<file path="src/rtl/dmem_arb_pkg.sv">
// Shared types and constants for the data-memory arbiter.
package dmem_arb_pkg;

   localparam int unsigned DMEM_ADDR_W = 8;
   localparam int unsigned DWIDTH      = 32;

   typedef logic [1:0] state_t;
   localparam state_t IDLE   = 2'd0;
   localparam state_t ACCESS = 2'd1;
   localparam state_t RESP   = 2'd2;

   typedef struct packed {
      logic              we;
      logic [DWIDTH-1:0] addr;
      logic [DWIDTH-1:0] wdata;
   } dmem_req_t;

   // Any address bit at or above the memory's index width is out of range.
   function automatic logic addr_out_of_range(input logic [DWIDTH-1:0] addr,
                                              input int unsigned        aw);
      return (addr >> aw) != '0;
   endfunction

endpackage

</file>
<file path="src/rtl/rr_arb2.sv">
// Combinational two-way arbiter: round-robin on ties, or port 0 first when fixed_pri.
module rr_arb2 (
   input  logic [1:0] req,
   input  logic       last_gnt,
   input  logic       fixed_pri,
   output logic [1:0] gnt
);

   logic w_p0_first;

   assign w_p0_first = fixed_pri | last_gnt;
   assign gnt[0]     = req[0] & (~req[1] | w_p0_first);
   assign gnt[1]     = req[1] & ~gnt[0];

endmodule

</file>
<file path="src/rtl/dmem_arbiter.sv">
// Shares a single-port combinational DMEM between the CPU port (0) and the debug/loader port (1).
// One access per three cycles: latch in IDLE, drive DMEM in ACCESS, acknowledge in RESP.
module dmem_arbiter
   import dmem_arb_pkg::*;
#(
   parameter int unsigned ADDR_W    = DMEM_ADDR_W,
   parameter int unsigned FIXED_PRI = 0
) (
   input  logic              clk,
   input  logic              rst_n,
   input  logic              req0,
   input  logic              req1,
   input  logic              we0,
   input  logic              we1,
   input  logic [DWIDTH-1:0] addr0,
   input  logic [DWIDTH-1:0] addr1,
   input  logic [DWIDTH-1:0] wdata0,
   input  logic [DWIDTH-1:0] wdata1,
   output logic              ack0,
   output logic              ack1,
   output logic              err0,
   output logic              err1,
   output logic [DWIDTH-1:0] rdata0,
   output logic [DWIDTH-1:0] rdata1,
   output logic              busy,
   output logic [DWIDTH-1:0] mem_address,
   output logic [DWIDTH-1:0] mem_data_in,
   output logic              mem_write,
   output logic              mem_read,
   input  logic [DWIDTH-1:0] mem_data_out
);

   localparam logic L_FIXED = 1'(FIXED_PRI != 0);

   state_t            r_state;
   state_t            w_state_nxt;
   dmem_req_t         w_sel;
   logic [1:0]        w_gnt;
   logic              w_load;
   logic              w_sel_err;
   logic              w_resp0;
   logic              w_resp1;
   logic [DWIDTH-1:0] w_rd_val;

   logic              r_we;
   logic              r_range_err;
   logic              r_win;
   logic              r_last_gnt;
   logic              r_ack0;
   logic              r_ack1;
   logic              r_err0;
   logic              r_err1;
   logic [DWIDTH-1:0] r_rdata0;
   logic [DWIDTH-1:0] r_rdata1;
   logic              r_busy;
   logic [DWIDTH-1:0] r_mem_address;
   logic [DWIDTH-1:0] r_mem_data_in;
   logic              r_mem_write;
   logic              r_mem_read;

   rr_arb2 u_arb (
      .req       ({req1, req0}),
      .last_gnt  (r_last_gnt),
      .fixed_pri (L_FIXED),
      .gnt       (w_gnt)
   );

   always_comb begin
      w_sel = '{we: we0, addr: addr0, wdata: wdata0};
      if (w_gnt[1]) begin
         w_sel = '{we: we1, addr: addr1, wdata: wdata1};
      end
   end

   assign w_sel_err = addr_out_of_range(w_sel.addr, ADDR_W);

   always_ff @(posedge clk or negedge rst_n) begin
      if (!rst_n) begin
         r_state <= IDLE;
      end else begin
         r_state <= w_state_nxt;
      end
   end

   always_comb begin
      w_state_nxt = r_state;
      w_load      = 1'b0;
      case (r_state)
         IDLE: begin
            if (|w_gnt) begin
               w_load      = 1'b1;
               w_state_nxt = ACCESS;
            end
         end
         ACCESS:  w_state_nxt = RESP;
         RESP:    w_state_nxt = IDLE;
         default: w_state_nxt = IDLE;
      endcase
   end

   assign w_resp0  = (r_state == ACCESS) & ~r_win;
   assign w_resp1  = (r_state == ACCESS) & r_win;
   assign w_rd_val = (~r_we & ~r_range_err) ? mem_data_out : '0;

   // Winner bookkeeping, captured only when a request is accepted in IDLE.
   always_ff @(posedge clk or negedge rst_n) begin
      if (!rst_n) begin
         r_we        <= 1'b0;
         r_range_err <= 1'b0;
         r_win       <= 1'b0;
         r_last_gnt  <= 1'b1;
      end else if (w_load) begin
         r_we        <= w_sel.we;
         r_range_err <= w_sel_err;
         r_win       <= w_gnt[1];
         r_last_gnt  <= w_gnt[1];
      end
   end

   // DMEM drive registers double as the latched payload; they are nonzero only during ACCESS.
   always_ff @(posedge clk or negedge rst_n) begin
      if (!rst_n) begin
         r_mem_address <= '0;
         r_mem_data_in <= '0;
         r_mem_write   <= 1'b0;
         r_mem_read    <= 1'b0;
         r_busy        <= 1'b0;
         r_ack0        <= 1'b0;
         r_ack1        <= 1'b0;
         r_err0        <= 1'b0;
         r_err1        <= 1'b0;
         r_rdata0      <= '0;
         r_rdata1      <= '0;
      end else begin
         r_mem_address <= (w_load & ~w_sel_err) ? w_sel.addr  : '0;
         r_mem_data_in <= (w_load & ~w_sel_err) ? w_sel.wdata : '0;
         r_mem_write   <= w_load & w_sel.we & ~w_sel_err;
         r_mem_read    <= w_load & ~w_sel.we & ~w_sel_err;
         r_busy        <= (w_state_nxt != IDLE);
         r_ack0        <= w_resp0;
         r_ack1        <= w_resp1;
         r_err0        <= w_resp0 & r_range_err;
         r_err1        <= w_resp1 & r_range_err;
         r_rdata0      <= w_resp0 ? w_rd_val : '0;
         r_rdata1      <= w_resp1 ? w_rd_val : '0;
      end
   end

   assign ack0        = r_ack0;
   assign ack1        = r_ack1;
   assign err0        = r_err0;
   assign err1        = r_err1;
   assign rdata0      = r_rdata0;
   assign rdata1      = r_rdata1;
   assign busy        = r_busy;
   assign mem_address = r_mem_address;
   assign mem_data_in = r_mem_data_in;
   assign mem_write   = r_mem_write;
   assign mem_read    = r_mem_read;

endmodule

</file>
<file path="config.mk">
export PLATFORM = sky130hd
export DESIGN_NAME = dmem_arbiter
export DESIGN_NICKNAME = d
export VERILOG_FILES = /design/src/rtl/dmem_arb_pkg.sv /design/src/rtl/rr_arb2.sv /design/src/rtl/dmem_arbiter.sv
export SDC_FILE = /design/constraint.sdc
export NUM_CORES = 1
export LEC_CHECK = 0
export BUFFER_PORTS_ARGS = -buffer_cell sky130_fd_sc_hd__buf_2
export CAP_MARGIN = 20
export CORE_MARGIN = 2
export CORE_UTILIZATION = 34
export DETAILED_ROUTE_END_ITERATION = 16
export GPL_TIMING_DRIVEN = 0
export PLACE_DENSITY = 0.63
export SYNTH_ARGS = -nofsm -noshare
export SYNTH_HDL_FRONTEND = slang
export SYNTH_SLANG_ARGS = --single-unit
</file>
<file path="constraint.sdc">
create_clock -name clk -period 1.8 [get_ports clk]
set_clock_uncertainty 0.1 [all_clocks]
set_input_delay 0.18 -clock clk [delete_from_list [all_inputs] [get_ports clk]]
set_output_delay 0.18 -clock clk [all_outputs]
set_load 0.05 [all_outputs]
</file>
==> qor.yml <==
clocking:
  htree_levels: 4
  cts_root_buf: "clkbuf_16"
  clkSinkCount: 141
  path_clk_slew_ns: 0.06
  cts_buffers: 17
  cts_tree: "done"
  cts_buffer_depth: 2
  clk_latency_ns: 0.41
floorplanning:
  die_h_um: 127
  initial_core_util_pct: 35.2
  core-area_um2: 14600
  rows: 44
  die_w_um: 127
  io_pins: 301
  die_area_um2: 16200
synth:
  synthSimpleGateAreaFrac_pct: 18.7
  netlist_area_um2: 5150
  post_synth_num_cell_types: 30
  yosysTopAreaCell: "dfrtp_1"
  synth_seq_cells: 141
  syn_area_per_cell_um2: 14.5
  syn_inst: 355
  synthAdderAreaFrac_pct: 0
  synth-xor-area-share_pct: 0
  synth-seq-area-share_pct: 68.5
  yosys_warnings: 0
  synth_compound_area_share_pct: 1.58
  synthMuxAreaShare_pct: 7.96
  synth_top_family_by_area: "simple AND/OR/NAND/NOR gates"
  synth_top_cells_by_area: "dfrtp_1 (68%), mux2i_1 (8.0%), and3_1 (7.9%), nor3_2 (7.8%), buf_6 (1.3%)"
  ys_async_sr_fraction_pct: 100
  synth_edf_count: 0
  synth_top_area_share_pct: 68.0
  dominantRegCellSynth: "dfrtp_1"
power_and_ir_drop:
  pwr-share-clk_pct: 41.3
  p_leak_nw: 5.04
  ir_worst_vdd_uv: 613
  p_per_area_nw_per_um2: 980
  power_mw: 8.72
  switchingPower_mw: 2.55
  swShare_pct: 29.2
  p_int_mw: 6.17
  p_comb_share_pct: 20.1
  seqPwrFrac_pct: 38.6
setup_path:
  worstPathCellList: "a21bo_1 > buf_6 > nand3_2 > o22a_1 > buf_6 > buf_6 > nor3_2"
  cpMaxStageDelayCell: "dfstp_2"
  regToRegSetupSlack_ns: 0.01
  cpLargestDelayFamily: "flip-flops"
  crit_path_end_kind: "register"
  start_kind: "register"
  cp_common_cell: "buf_6"
  path_buf_inv: 3
  arrival_ns: 2.02
  crit_fanout: 10
  required_ns: 2.03
  critPathKind: "reg -> reg"
  cp_slowest_stage_delay_ns: 0.56
sta:
  rsz0062_at_grt: "true"
  setup_viol: 0
  relSlewSlack_pct: 64.6
  finalMaxSlewViolations: 0
  worst_pin_slew_ns: 0.532
  finalHoldViolCount: 0
  tns_ns: 0
  whs_ns: 0.000260
  finalCritPeriodShare_pct: 99.2
  max_freq_ghz: 0.560
  finalCriticalPeriod_ns: 1.79
layout:
  final_nets: 983
  drive_above_1_share_pct: 48.6
  area_delta_synth_final_pct: 72.7
  final_area_um2: 8900
  final_util_pct: 60.8
  diodes: 0
  layout_common_cells: "buf_2 (303), dfrtp_1 (140), dlygate4sd3_1 (115), and3_1 (65), mux2i_1 (37)"
  final_common_cell: "buf_2"
place:
  dp_hpwl_mm: 10.8
  portBuffers: 300
  place_area_um2: 7010
  gp_congestion: 0.788
worst_hold_path:
  min_path_type: "in -> reg"
detailed_routing:
  avgViaCountPerCell: 4.59
  ant_nets: 0
  drc_errors: 0
  drtIter0Drc: 175
  num_vias: 4656
  routedWlPerCell_um: 15.9
  routed_wl_mm: 16.1
  drt_first_pass_iters: 4
global_route:
  antenna_found_initial: 0
  grt_pass1_vias: 5010
  track_usage_pct: 20.0
  grt_max_degree: 89
  grt_pass1_wl_mm: 24.6
  overflow: 0
run_status:
  status: "complete, no violations"
job:
  cap_violations: 0
-- cell families after synthesis --
group / after synthesis
AOI/OAI and AO/OA: 10
buffers and inverters: 29
DFF: 141
muxes: 41
other: 1
and+or+nand+nor: 133
-- path summary, 6_finish.rpt --
path,startpoint,to,cells after the start
min reg2reg,r_we,r_we,2
max,r_last_gnt,mem_address[2],7
min in group asynchronous,rst_n,mem_data_in[21],2
max in group asynchronous,rst_n,mem_address[25],3
min,we0,r_we,3
max reg2reg,r_last_gnt,mem_address[2],7
-- flip-flops by register name, summed over array words and instances (netlist names), 2 cells and up --
name / flops
mem_address: 32
mem_data_in: 32
r_state: 2
rdata0: 32
rdata1: 32
-- power groups by stage --
stage                     registers, mW  logic, mW  clock network, mW
after floorplan                    3.67      0.625                  0
after global placement             3.42       1.40                  0
after detailed placement           3.42       1.44                  0
after CTS                          3.36       1.70               3.69
after global routing               3.38       1.89               3.84
final                              3.36       1.75               3.60
-- stage by stage --
step	setup slack, ns	cells
finish	0.0137	1014
CTS	0.00870	1013
global route	-0.0468	1014
floorplan	0.176	378
global placement	-1.34	862
detailed placement	-0.0217	863
-- Yosys cell counts, drive strengths merged (2+ instances only) --
library cell,n
nor3,43
and3,65
mux2i,41
o22a,2
nand3,2
nor4,10
dfrtp,140
clkbuf,12
o21ai,2
and2,2
nor2,3
buf,14
nand2,3
inv,3
nand4,2
-- layout make-up --
| type | count | area (µm²) |
|---|---|---|
| Multi-Input combinational cell | 208 | 1620 |
| Buffer | 26 | 171 |
| Clock inverter | 15 | 185 |
| Sequential cell | 141 | 3530 |
| Inverter | 3 | 11.3 |
| Timing Repair Buffer | 420 | 2730 |
| Clock buffer | 17 | 425 |
| Tap cell | 184 | 230 |
| Fill cell | 1151 | 5740 |
-- timing repair --
| action | 4_1_cts | 5_1_grt |
|---|---|---|
| hold buffers | 115 | 0 |
| gates resized for setup | 1 | 23 |
| setup buffers | 3 | 1 |
| pin swaps | 0 | 2 |
| endpoints found under the hold margin | 158 | 0 |
| endpoints found under the setup margin | 41 | 101 |
-- worst register-to-register path, delay by kind of cell, from the launching register on --
kind	cells	cell delay (ns)
AO/OA/AOI/OAI	2	0.36
buffers and inverters	3	0.43
flip-flops	1	0.56
AND/OR/NAND/NOR	2	0.26
-- metal layers --
| layer | GRT usage [%] | vias up | part of all wire (%) |
|---|---|---|---|
| li1 | - | 2158 | - |
| met1 | 20.6 | 2236 | 36 |
| met2 | 37.7 | 222 | 55 |
| met3 | 6.20 | 40 | 6.2 |
| met4 | 8.21 | 0 | 2.8 |
| met5 | 0 | - | 0 |
Power figures use the tool's default switching activity.
